### src/rtl/frequency_analyzer_sequencer.sv
// Measurement sequencer for a two-channel frequency analyzer: clears the
// analyzer, gates it for a fixed window, waits for the counts to settle,
// captures them, classifies the dominant channel and presents the result
// through a valid/ready handshake with a sticky overrun flag.
module frequency_analyzer_sequencer #(
  parameter int unsigned WINDOW_CYCLES = 50000,
  parameter int unsigned SETTLE_CYCLES = 2,
  parameter int unsigned MIN_COUNT     = 1
) (
  input  logic        clock,
  input  logic        reset,
  input  logic        start,
  input  logic        continuous,
  input  logic        abort,
  input  logic [31:0] f0_count,
  input  logic [31:0] f1_count,
  output logic        analyzer_enable,
  output logic        analyzer_clear,
  output logic [31:0] f0_result,
  output logic [31:0] f1_result,
  output logic [1:0]  dominant,
  output logic        result_valid,
  input  logic        result_ready,
  output logic        busy,
  output logic        overrun
);

  typedef enum logic [2:0] {
    IDLE,
    CLEAR,
    MEASURE,
    SETTLE,
    CAPTURE
  } state_t;

  localparam logic [31:0] WIN_LAST = WINDOW_CYCLES - 1;
  localparam logic [7:0]  SET_LAST = 8'(SETTLE_CYCLES - 1);
  localparam logic [31:0] MIN_CNT  = MIN_COUNT;

  state_t      state;
  state_t      state_next;
  logic [31:0] win_cnt;
  logic [7:0]  set_cnt;
  logic        capture_fire;

  // Dominance: strictly larger channel wins if it reaches the floor; ties give none.
  function automatic logic [1:0] classify(input logic [31:0] a, input logic [31:0] b);
    logic [1:0] d;
    d = 2'b00;
    if ((a > b) && (a >= MIN_CNT)) begin
      d = 2'b01;
    end else if ((b > a) && (b >= MIN_CNT)) begin
      d = 2'b10;
    end
    return d;
  endfunction

  assign busy         = (state != IDLE);
  assign capture_fire = (state == CAPTURE) && !abort;

  // State register.
  always_ff @(posedge clock) begin
    if (!reset) begin
      state <= IDLE;
    end else begin
      state <= state_next;
    end
  end

  // Next-state and analyzer control; abort overrides every transition.
  always_comb begin
    state_next      = state;
    analyzer_enable = 1'b0;
    analyzer_clear  = 1'b0;
    case (state)
      IDLE: begin
        if (start) begin
          state_next = CLEAR;
        end
      end
      CLEAR: begin
        analyzer_clear = 1'b1;
        state_next     = MEASURE;
      end
      MEASURE: begin
        analyzer_enable = 1'b1;
        if (win_cnt == WIN_LAST) begin
          state_next = (SETTLE_CYCLES == 0) ? CAPTURE : SETTLE;
        end
      end
      SETTLE: begin
        if (set_cnt == SET_LAST) begin
          state_next = CAPTURE;
        end
      end
      CAPTURE: begin
        state_next = continuous ? CLEAR : IDLE;
      end
      default: begin
        state_next = IDLE;
      end
    endcase
    if (abort) begin
      state_next = IDLE;
    end
  end

  // Window and settle counters run only inside their own state and restart from zero otherwise.
  always_ff @(posedge clock) begin
    if (!reset) begin
      win_cnt <= '0;
      set_cnt <= '0;
    end else begin
      win_cnt <= ((state == MEASURE) && !abort) ? win_cnt + 32'd1 : '0;
      set_cnt <= ((state == SETTLE) && !abort) ? set_cnt + 8'd1 : '0;
    end
  end

  // Result capture, handshake and sticky overrun; abort freezes all of them.
  always_ff @(posedge clock) begin
    if (!reset) begin
      f0_result    <= '0;
      f1_result    <= '0;
      dominant     <= 2'b00;
      result_valid <= 1'b0;
      overrun      <= 1'b0;
    end else if (!abort) begin
      if (capture_fire) begin
        f0_result    <= f0_count;
        f1_result    <= f1_count;
        dominant     <= classify(f0_count, f1_count);
        result_valid <= 1'b1;
        if (result_valid && !result_ready) begin
          overrun <= 1'b1;
        end
      end else if (result_valid && result_ready) begin
        result_valid <= 1'b0;
      end
      if ((state == IDLE) && start) begin
        overrun <= 1'b0;
      end
    end
  end

endmodule

### config.mk
export PLATFORM = sky130hd
export DESIGN_NAME = frequency_analyzer_sequencer
export DESIGN_NICKNAME = d
export VERILOG_FILES = /design/src/rtl/frequency_analyzer_sequencer.sv
export SDC_FILE = /design/constraint.sdc
export NUM_CORES = 1
export LEC_CHECK = 0
export BUFFER_PORTS_ARGS = -buffer_cell sky130_fd_sc_hd__buf_2
export CAP_MARGIN = 20
export CORE_ASPECT_RATIO = 0.75
export CORE_MARGIN = 8
export CORE_UTILIZATION = 53
export CTS_CLUSTER_DIAMETER = 200
export DETAILED_ROUTE_END_ITERATION = 16
export PLACE_DENSITY = 0.8
export SYNTH_ARGS = -nofsm -noshare
export SYNTH_HDL_FRONTEND = slang
export SYNTH_SLANG_ARGS = --single-unit
### constraint.sdc
create_clock -name clock -period 2.7 [get_ports clock]
set_clock_uncertainty 0.1 [all_clocks]
set_input_delay 0.54 -clock clock [delete_from_list [all_inputs] [get_ports clock]]
set_output_delay 0.54 -clock clock [all_outputs]
set_load 0.05 [all_outputs]
# Yosys cells after proc, flatten, opt, wreduce, memory -nomap -nowiden
# Cells that the tools add are included.
# word_totals
regBits,111
latchBits,0
mem_bits_rw,0
romBits,0
input_bits,70
out_inout_bits,71
word_cells,61
memories,0
# op_classes
add_sub_neg,2
n_mul,0
div_mod_pow,0
n_lt_le_gt_ge,4
eq_ne,9
shifts,0
n_mux,14
bitwise_logic,2
reduce_logical,22
# ops
op,n
>= comparator 32 x 1 -> 1 bit (second input constant),2
> comparator 32 bit,2
adder 32 x 1 -> 32 bit (second input constant),1
== test 32 x 16 -> 1 bit (second input constant),1
one-hot mux 3 bit (5 select lines),1
two-way mux 3 bit,3
adder 8 x 1 -> 8 bit (second input constant),1
== test 8 x 1 -> 1 bit (second input constant),1
logical AND 1 bit,8
two-way mux 1 bit,8
AND reduction 2 bit,4
== test 3 x 2 -> 1 bit (second input constant),2
!= test 2 bit (second input constant),3
AND reduction 3 bit,2
nonzero test 2 bit,3
two-way mux 2 bit,2
== test 3 x 1 -> 1 bit (second input constant),1
== test 3 bit (second input constant),1
zero test 3 bit,1
nonzero test 3 bit,1
zero test 1 bit,2
NOT 1 bit,2
OR reduction 2 bit,1

# Depth between registers and ports, before layout
# Gate-level depths: netlist of run 1.
# logic_depth
word_depth,5
depth_mapped,7
ltp_nobuf,7

# Worst setup path after synthesis of run 1
# No wires, ideal clock.
# synth_path
path_type,register to register
from,register state[1]
to,register win_cnt[23]
setup_ps,64
arrival_time_ps,2462
required_time_ps,2536
path_slack_ps,74
path_stages_with_launch,7
path_buffers,2
period_less_slack_ps,2626
path_cell_list,dfxtp_1 > clkbuf_1 > inv_2 > nor3_1 > nand2_1 > clkbuf_1 > nor2_2
# synth_between
elab_chain_cells,3
# synth_lines
item,line,source
from (decl),40,state_t state;
from (signal assigned),66,state <= state_next;
== test 3 x 2 -> 1 bit,114,win_cnt <= ((state == MEASURE) && !abort) ? win_cnt + 32'd1 : '0;
logical AND 1 bit,114,
AND reduction 2 bit (no line),n/a,
to (signal assigned),114,
to (decl),42,logic [31:0] win_cnt;
# Every way passes these cells.
# A chain may end at the register's enable or synchronous reset.

# Worst setup path after layout of run 1
# layout_path
from,register state[1]
to,output port analyzer_enable
# layout_between
elab_chain_cells,2
# layout_lines
item,line,source
== test 3 x 2 -> 1 bit,75,case (state)
two-way mux 1 bit,75,
to (decl),17,"output logic analyzer_enable,"
# Every way passes these cells.

==> results of run 1 <==
cells in the mapped netlist, types with 3 or more instances:
master,number
a21boi_1,66
a21o_1,5
a21oi_1,15
a41o_1,3
and3_1,5
and4_1,3
buf_2,5
clkbuf_1,25
dfxtp_1,111
ha_1,35
inv_1,38
nand2_1,142
nand3_1,24
nand4_1,23
nor2_1,44
nor2_2,3
nor2b_1,3
nor3_1,7
nor4_1,28
nor4_2,4
xnor2_1,15
xor2_1,20
worst max path at each step:
stage,start,depth (start not counted),end,slack (ns)
after floorplan,state[1],6,win_cnt[23],0.07
after global placement,f0_count[23],8,dominant[1],0.15
after detailed placement,f0_count[18],8,dominant[1],0.11
after CTS,state[1],3,analyzer_enable,0.36
after global routing,state[1],3,analyzer_enable,0.20
final,state[1],3,analyzer_enable,0.36
logic make-up (layout without fill, tap and decap cells):
family                     after synthesis  in the layout  synth area share [%]
and+or+nand+nor                        304            304                 27.16
AOI/OAI and AO/OA                      103            103                 13.58
buffers and inverters                   69            202                 4.863
adders and majority gates               35             35                 8.029
DFF                                    111            111                 40.74
xor gates and xnor gates                35             35                 5.621
final cells by class:
type / count / area [um^2] / share of cell area [%]
Clock buffer: 9 / 225.2 / 3.426
Clock inverter: 7 / 56.30 / 0.8565
Inverter: 39 / 146.4 / 2.227
Multi-Input combinational cell: 477 / 2975 / 45.26
Sequential cell: 111 / 2222 / 33.80
Tap cell: 136 / 170.2 / 2.589
Timing Repair Buffer: 147 / 778.2 / 11.84
tightest hold or removal path: cells and delay by family:
family | cells | cell delay [ns]
buffers and inverters | 1 | 0.12
AO/OA/AOI/OAI | 1 | 0.05
AND/OR/NAND/NOR | 1 | 0.05
flip-flops by register name (all words and copies together), names as in the netlist:
name	cells
f0_result	32
win_cnt	32
result_valid	1
overrun	1
dominant	2
set_cnt	8
f1_result	32
state	3
through the flow:
step	instance area, um^2	setup WS, ns	total power (uW)
global placement	6292	0.1482	1919
CTS	6574	0.3571	3182
finish	6574	0.3609	3156
floorplan	5454	0.07428	1807
detailed placement	6292	0.1088	1933
global route	6574	0.2010	3272
layer usage:
metal | wire (um) | vias up | share of wire [%]
met3 | 1438 | 22 | 9.6
met1 | 6428 | 2373 | 43
met2 | 6949 | 191 | 46
met4 | 202 | 2 | 1.3
met5 | 10 | - | 0.067
li1 | - | 2511 | -
cell usage in the layout (no fill, tap or decap), types with 5 or more instances in the layout:
master / netlist / layout
a21o_1: 5 / 5
nor4_1: 28 / 28
ha_1: 35 / 35
nand2_1: 142 / 142
xor2_1: 20 / 20
buf_4: 0 / 5
nor2_1: 44 / 44
inv_1: 38 / 38
xnor2_1: 15 / 15
clkbuf_16: 0 / 9
buf_2: 5 / 140
nand4_1: 23 / 23
a21boi_1: 66 / 66
a21oi_1: 15 / 15
nor3_1: 7 / 7
nand3_1: 24 / 24
dfxtp_1: 111 / 111
and3_1: 5 / 5
report_power, final:
group	total [uW]	switching, uW	internal, uW
clock	1260	622	636
combinational	258	148	110
sequential	1640	3.21	1640
total	3160	773	2380
==> reports/results.ini, run 1 <==
[final_layout]
drive_gt1_share_pct=22.53
nFillCells=891
area_growth_pct=20.53
n_antenna_cell=0
post-route-util_pct=64.64
nNetsFinal=890
instances_no_fill=926

[synth]
yosysUniqueCellTypes=49
synth-edff-count=0
yosysTopAreaCellShare_pct=40.74
ys_warn_count=0
ys_seq_elements=111
syn_avg_cell_area_um2=8.301
netlist_area_um2=5454
synthFlopType=dfxtp_1
syn_inst=657
synth_nets=762
async_flop_share_pct=0
synth_seq_area_share_pct=40.74
synthTopCellsByArea=dfxtp_1 (41%), nand2_1 (9.8%), a21boi_1 (9.1%), ha_1 (8.0%), nor4_1 (3.2%)
synth_area_leader_cell=dfxtp_1

[clocking]
cts_setup_buffers=0
clock_path_buffers=2
path_clk_slew_ns=0.07
clockRootBuffer=clkbuf_16
clock_latency_ns=0.35
clkSinkCount=111
post_cts_resized=0
htreeDepth=3
cts_hold_buf=0
cts_made_buffers=9
cts_tree=done

[critical_path]
r2r_start=win_cnt[0]
slowest_delay_ns=0.51
worstSetupStartpointType=flip-flop
cp.buffers_inverters=2
crit_family=flip-flops
timing.rr.end=win_cnt[16]
r2r_cells=6
crit_fanout=8
critPathKind=flip-flop to output port
setup.worst_path.end_class=output port
critPathSlowestCell=dfxtp_1
cp.required_ns=2.06
worstPathArrival_ns=1.70
crit_chain=inv_2 -> nor3_1 -> buf_2
reg2reg_slack_ns=0.50

[placement]
dp.cells=910
gp_congestion=0.8999
portBuffers=140
place_hpwl_mm=11.50

[floorplanning]
die_h_um=103.9
initial_utilization_pct=53.63
rows=32
core_um2=10170
dieWidth_um=133.1
pin_count=141
die_area_um2=13830

[grt]
grt_antenna_before_repair=1
grt_max_degree=68
grt_pass1_wl_mm=24.81
top_usage_layer=met2
grt_pass1_vias=5139
track_usage_pct=21.43
overflow=0
globalRouteMet1Util_pct=25.96
grtUsageMet3_pct=7.819
grtUsageMet2_pct=35.23

[sta]
max_slew_margin_pct=48.66
fin_crit_sh_pct=86.63
finalHoldViolations=0
setup_viol=0
slew_viol_final=0
fin_crit_ns=2.339
holdWs_ns=0.3485
tns_ns=0
rsz0062_at_grt=false
tightestPinTransition_ns=0.7637
fmax_mhz=427.5

[worst_hold_path]
hold_path.class=input port to flip-flop
min_from=f0_count[18]
holdPathEnd=f0_result[18]
worstHoldPathCells=3

[status]
status=complete, no violations

[route]
viasPerCell=5.506
wl_mm=15.03
wl_per_cell_um=16.23
drtIter0Drc=344
vias=5099
drt_pass1_iterations=5
ant_nets=0
drc_errors=0

[flow_run]
max_cap_violations=0

[power_and_ir_drop]
p_leak_uw=0.002802
power.density_nw_per_um2=480.1
vdd_drop_max_mv=0.3942

No activity file was read; power rests on OpenSTA's default activity.
==> inputs of run 2 (changes only) <==
- CTS_CLUSTER_DIAMETER: 200 -> unset
- RECOVER_POWER: unset -> 25
==> run 2 against run 1 <==
Compared with the run above:
- global-route usage unchanged
- flip-flop and latch count unchanged
- critical path depth unchanged
- register-to-register slack worse by 0.02 ns
- utilization down 0.69 points
- sequential power about the same
- clock power about the same
- worst setup slack better by 0.016 ns
- first-iteration DRC count down 4.1%
- final area down 1.1%
- hold slack about the same
- largest cell class unchanged
==> reports/results.ini, run 2 (synthesis gave the netlist of run 1 again) <==
[route]
ant_nets=0  ; unchanged
drc_errors=0  ; unchanged
drtIter0Drc=330  ; -4.1%
vias=5086  ; -0.25%
drt_pass1_iterations=4  ; -1
viasPerCell=5.492  ; -0.25%
wl_mm=15.06  ; +0.21%
wl_per_cell_um=16.26  ; +0.21%

[final_layout]
final_common_cell=nand2_1
nNetsFinal=890  ; unchanged
instances_no_fill=926  ; unchanged
nFillCells=915  ; +2.7%
top_regs=f0_result: 32 flops, f1_result: 32 flops, win_cnt: 32 flops
layout_common_cells=nand2_1 (142), dfxtp_1 (111), buf_2 (108), a21boi_1 (66), nor2_1 (44)
drive_gt1_share_pct=18.23  ; -4.3 points
n_antenna_cell=0  ; unchanged
area_growth_pct=19.25

[critical_path]
setup.worst_path.end_class=output port
crit_fanout=8  ; unchanged
critPathKind=flip-flop to output port
r2r_cells=5  ; -1
worstSetupStartpointType=flip-flop
worstPathArrival_ns=1.68  ; -0.02 ns
cp.required_ns=2.06  ; about the same

[clocking]
cts_tree=done
clock_latency_ns=0.35  ; about the same
cts_hold_buf=0  ; unchanged
clock_path_buffers=2  ; unchanged
htreeDepth=3  ; unchanged
path_clk_slew_ns=0.07  ; about the same
cts_made_buffers=9  ; unchanged
cts_setup_buffers=0  ; unchanged
clockRootBuffer=clkbuf_16
clkSinkCount=111  ; unchanged
post_cts_resized=0  ; unchanged

[sta]
rsz0062_at_grt=false
fin_crit_ns=2.323  ; -0.01596 ns
holdWs_ns=0.3482  ; -0.0002970 ns
fmax_mhz=430.5  ; +0.69%
slew_viol_final=0  ; unchanged
tns_ns=0  ; unchanged
max_slew_margin_pct=10.00  ; -39 points
setup_viol=0  ; unchanged
tightestPinTransition_ns=1.350  ; +0.5863 ns
finalHoldViolations=0  ; unchanged
fin_crit_sh_pct=86.04  ; -0.59 points

[floorplanning]
core_um2=10170  ; unchanged
initial_utilization_pct=53.63  ; unchanged
pin_count=141  ; unchanged
dieWidth_um=133.1  ; unchanged
die_area_um2=13830  ; unchanged
die_h_um=103.9  ; unchanged
rows=32  ; unchanged

[placement]
portBuffers=140  ; unchanged
gp_congestion=0.8999  ; unchanged
dp.cells=910  ; unchanged
place_hpwl_mm=11.50  ; unchanged

[power_and_ir_drop]
p_leak_uw=0.002652  ; -5.4%
power.density_nw_per_um2=485.8  ; +1.2%
vdd_drop_max_mv=0.3947  ; +0.14%

[grt]
grt_max_degree=68  ; unchanged
grt_antenna_before_repair=1  ; unchanged
grt_pass1_wl_mm=24.81  ; unchanged
overflow=0  ; unchanged
track_usage_pct=21.43  ; unchanged
grt_pass1_vias=5139  ; unchanged

[flow_run]
max_cap_violations=0  ; unchanged

[status]
status=complete, no violations

[worst_hold_path]
hold_path.class=input port to flip-flop
worstHoldPathCells=3  ; unchanged

[run 2: metal layers]
| layer | part of all wire, % | wire [um] | track usage (%) | vias to the layer above |
|---|---|---|---|---|
| met4 | 1.4 | 212 | 5.516 | 2 |
| li1 | - | - | - | 2510 |
| met3 | 9.6 | 1441 | 7.819 | 22 |
| met5 | 0.066 | 10 | 0 | - |
| met2 | 46 | 6919 | 35.23 | 174 |
| met1 | 43 | 6475 | 25.96 | 2378 |
[run 2: power breakdown]
part | internal (uW) | total, uW | leakage, uW | switching, uW
Clock | 636 | 1260 | 0.000136 | 626
Combinational | 110 | 258 | 0.00162 | 148
Sequential | 1640 | 1640 | 0.000894 | 2.66
Total | 2380 | 3160 | 0.00265 | 777
[run 2: area by class of cell]
cell class	instances	area, um^2	area share (%)
Multi-Input combinational cell	477	2960	45.52
Tap cell	136	170.2	2.616
Inverter	39	146.4	2.251
Timing Repair Buffer	147	723.2	11.12
Clock buffer	9	225.2	3.463
Sequential cell	111	2222	34.17
Clock inverter	7	56.30	0.8657
[run 2: final timing paths]
path | startpoint | slack (ns) | to
setup reg to reg | state[0] | 0.48 | f1_result[21]
setup / recovery | state[1] | 0.38 | analyzer_enable
hold reg to reg | f1_result[29] | 0.35 | f1_result[29]
hold / removal | f0_count[18] | 0.35 | f0_result[18]
[run 2: through the flow]
step	util (%)	setup WS, ns	cell area [um^2]	power [uW]
detailed placement	61.87	0.1088	6292	1933
global placement	61.87	0.1482	6292	1919
CTS	64.64	0.3571	6574	3182
finish	63.95	0.3769	6504	3160
global route	63.95	0.2084	6504	3271
floorplan	-	0.07428	5454	1807
[run 2: critical path, stage by stage (launching register included)]
cell and delay (ns):
dfxtp_1 0.46, inv_1 0.11, nor3_1 0.42, buf_2 0.35
==> inputs of run 3 (changes only) <==
--- a/constraint.sdc
+++ b/constraint.sdc
@@ -3,3 +3,3 @@
 set_input_delay 0.54 -clock clock [delete_from_list [all_inputs] [get_ports clock]]
 set_output_delay 0.54 -clock clock [all_outputs]
-set_load 0.05 [all_outputs]
+set_load 0.005 [all_outputs]
==> run 3 against run 2 <==
Compared with the run above:
- cell count is the same
- first-iteration DRC count shrank 0.91%
- critical path depth grew 5
- maximum frequency grew 2.6%
- critical endpoint is now dominant[1]
==> reports/results.ini, run 3 (synthesis gave the netlist of run 1 again) <==
[sta]
tightestPinTransition_ns=0.7702  ; -0.5798 ns
rsz0062_at_grt=false
timing.final.ws_setup_ns=0.4353  ; +0.05840 ns
setup_viol=0  ; unchanged
slew_viol_final=0  ; unchanged
finalHoldViolations=0  ; unchanged
tns_ns=0  ; unchanged
fmax_mhz=441.6  ; +2.6%
fin_crit_ns=2.265  ; -0.05840 ns
max_slew_margin_pct=47.93  ; +38 points
fin_crit_sh_pct=83.88  ; -2.2 points

[worst_hold_path]
hold_path.class=input port to flip-flop

[placement]
gp_congestion=0.8999  ; unchanged
place_hpwl_mm=11.50  ; unchanged
portBuffers=140  ; unchanged
dp.cells=910  ; unchanged
pre_cts_slack_ns=0.1088  ; unchanged

[power_and_ir_drop]
vdd_drop_max_mv=0.3918  ; -0.73%
p_leak_uw=0.002690  ; +1.4%
power.density_nw_per_um2=481.8  ; -0.83%

[floorplanning]
initial_utilization_pct=53.63  ; unchanged
dieWidth_um=133.1  ; unchanged
rows=32  ; unchanged
die_area_um2=13830  ; unchanged
core_um2=10170  ; unchanged
die_h_um=103.9  ; unchanged
pin_count=141  ; unchanged

[critical_path]
worstPathArrival_ns=2.40  ; +0.72 ns
r2r_cells=6  ; +1
critPathKind=input port to flip-flop
startpoint=f0_count[18]
critPathCapture=dominant[1]
crit_fanout=3  ; -5
worstSetupStartpointType=input port
cp.required_ns=2.84  ; +0.78 ns
setup.worst_path.end_class=flip-flop
timing.rr.end=win_cnt[30]
reg2reg_slack_ns=0.53  ; +0.05 ns
r2r_start=win_cnt[0]

[clocking]
path_clk_slew_ns=0.08  ; about the same
htreeDepth=3  ; unchanged
clock_path_buffers=2  ; unchanged
clock_latency_ns=0.35  ; about the same
clockRootBuffer=clkbuf_16
post_cts_resized=0  ; unchanged
cts_hold_buf=0  ; unchanged
cts_made_buffers=9  ; unchanged
cts_tree=done
clkSinkCount=111  ; unchanged
cts_setup_buffers=0  ; unchanged

[final_layout]
drive_gt1_share_pct=19.24  ; +1.0 points
final_common_cell=nand2_1
layout_common_cells=nand2_1 (142), buf_2 (115), dfxtp_1 (111), a21boi_1 (66), nor2_1 (44)
instances_no_fill=926  ; unchanged
n_antenna_cell=0  ; unchanged
top_regs=f0_result: 32 flops, f1_result: 32 flops, win_cnt: 32 flops
nNetsFinal=890  ; unchanged
area_growth_pct=19.68

[grt]
grtUsageMet3_pct=7.819  ; unchanged
grtUsageMet2_pct=35.23  ; unchanged
grt_max_degree=68  ; unchanged
overflow=0  ; unchanged
grt_pass1_vias=5139  ; unchanged
grt_pass1_wl_mm=24.81  ; unchanged
top_usage_layer=met2
grt_antenna_before_repair=1  ; unchanged
globalRouteMet1Util_pct=25.96  ; unchanged
track_usage_pct=21.43  ; unchanged

[status]
status=complete, no violations

[route]
wl_per_cell_um=16.19  ; -0.46%
drc_errors=0  ; unchanged
drtIter0Drc=327  ; -0.91%
ant_nets=0  ; unchanged
wl_mm=14.99  ; -0.46%
vias=5097  ; +0.22%
viasPerCell=5.504  ; +0.22%
drt_pass1_iterations=4  ; unchanged

[flow_run]
max_cap_violations=0  ; unchanged

==> run 3: cell types whose count changed in the layout (fill, tap and decap cells not counted), sizes merged <==
cell    before  now
clkbuf      42   34
buf        114  122
==> run 3: power by group <==
part           switching, uW  internal [uW]  total, uW
sequential              2.70           1640       1640
clock                    620            636       1260
combinational            139            110        249
total                    762           2380       3140
==> run 3: area by class of cell <==
cell class	count	area, um^2
fill	906	3642
multi-input combinational	477	2960
sequential	111	2222
timing repair buffer	147	747.0
clock buffer	9	225.2
tap	136	170.2
inverter	39	146.4
clock inverter	7	56.30
==> run 3: layer usage <==
| layer | up-vias | routed length, um |
|---|---|---|
| li1 | 2512 | - |
| met1 | 2389 | 6497 |
| met2 | 169 | 6897 |
| met3 | 25 | 1352 |
| met4 | 2 | 233 |
| met5 | - | 10 |
==> run 3: critical path: stages <==
cell and delay [ns]:
buf_2 0.10, inv_1 0.05, ha_1 0.33, a41o_1 0.25, a21oi_1 0.14, nor4_1 0.07, or4b_1 0.54, o311a_1 0.38
==> run 3: worst min-delay path by stage <==
stage / start / endpoint / slack (ns) / depth (start not counted)
final: f0_count[18] / f0_result[18] / 0.35 / 3
after global routing: f0_count[18] / f0_result[18] / 0.35 / 3
after CTS: f1_count[9] / f1_result[9] / 0.34 / 3
after detailed placement: f1_result[29] / f1_result[29] / 0.34 / 2
after global placement: f0_result[21] / f0_result[21] / 0.34 / 2
after floorplan: win_cnt[0] / win_cnt[0] / 0.33 / 1
==> run 3: stage by stage <==
step / area, um^2 / hold WS [ns] / total power (uW) / utilization [%]
after global placement: 6292 / 0.3367 / 1910 / 61.87
after CTS: 6574 / 0.3422 / 3174 / 64.64
after detailed placement: 6292 / 0.3431 / 1924 / 61.87
after global routing: 6528 / 0.3514 / 3263 / 64.19
final: 6528 / 0.3516 / 3145 / 64.19
after floorplan: 5454 / 0.3295 / 1798 / -
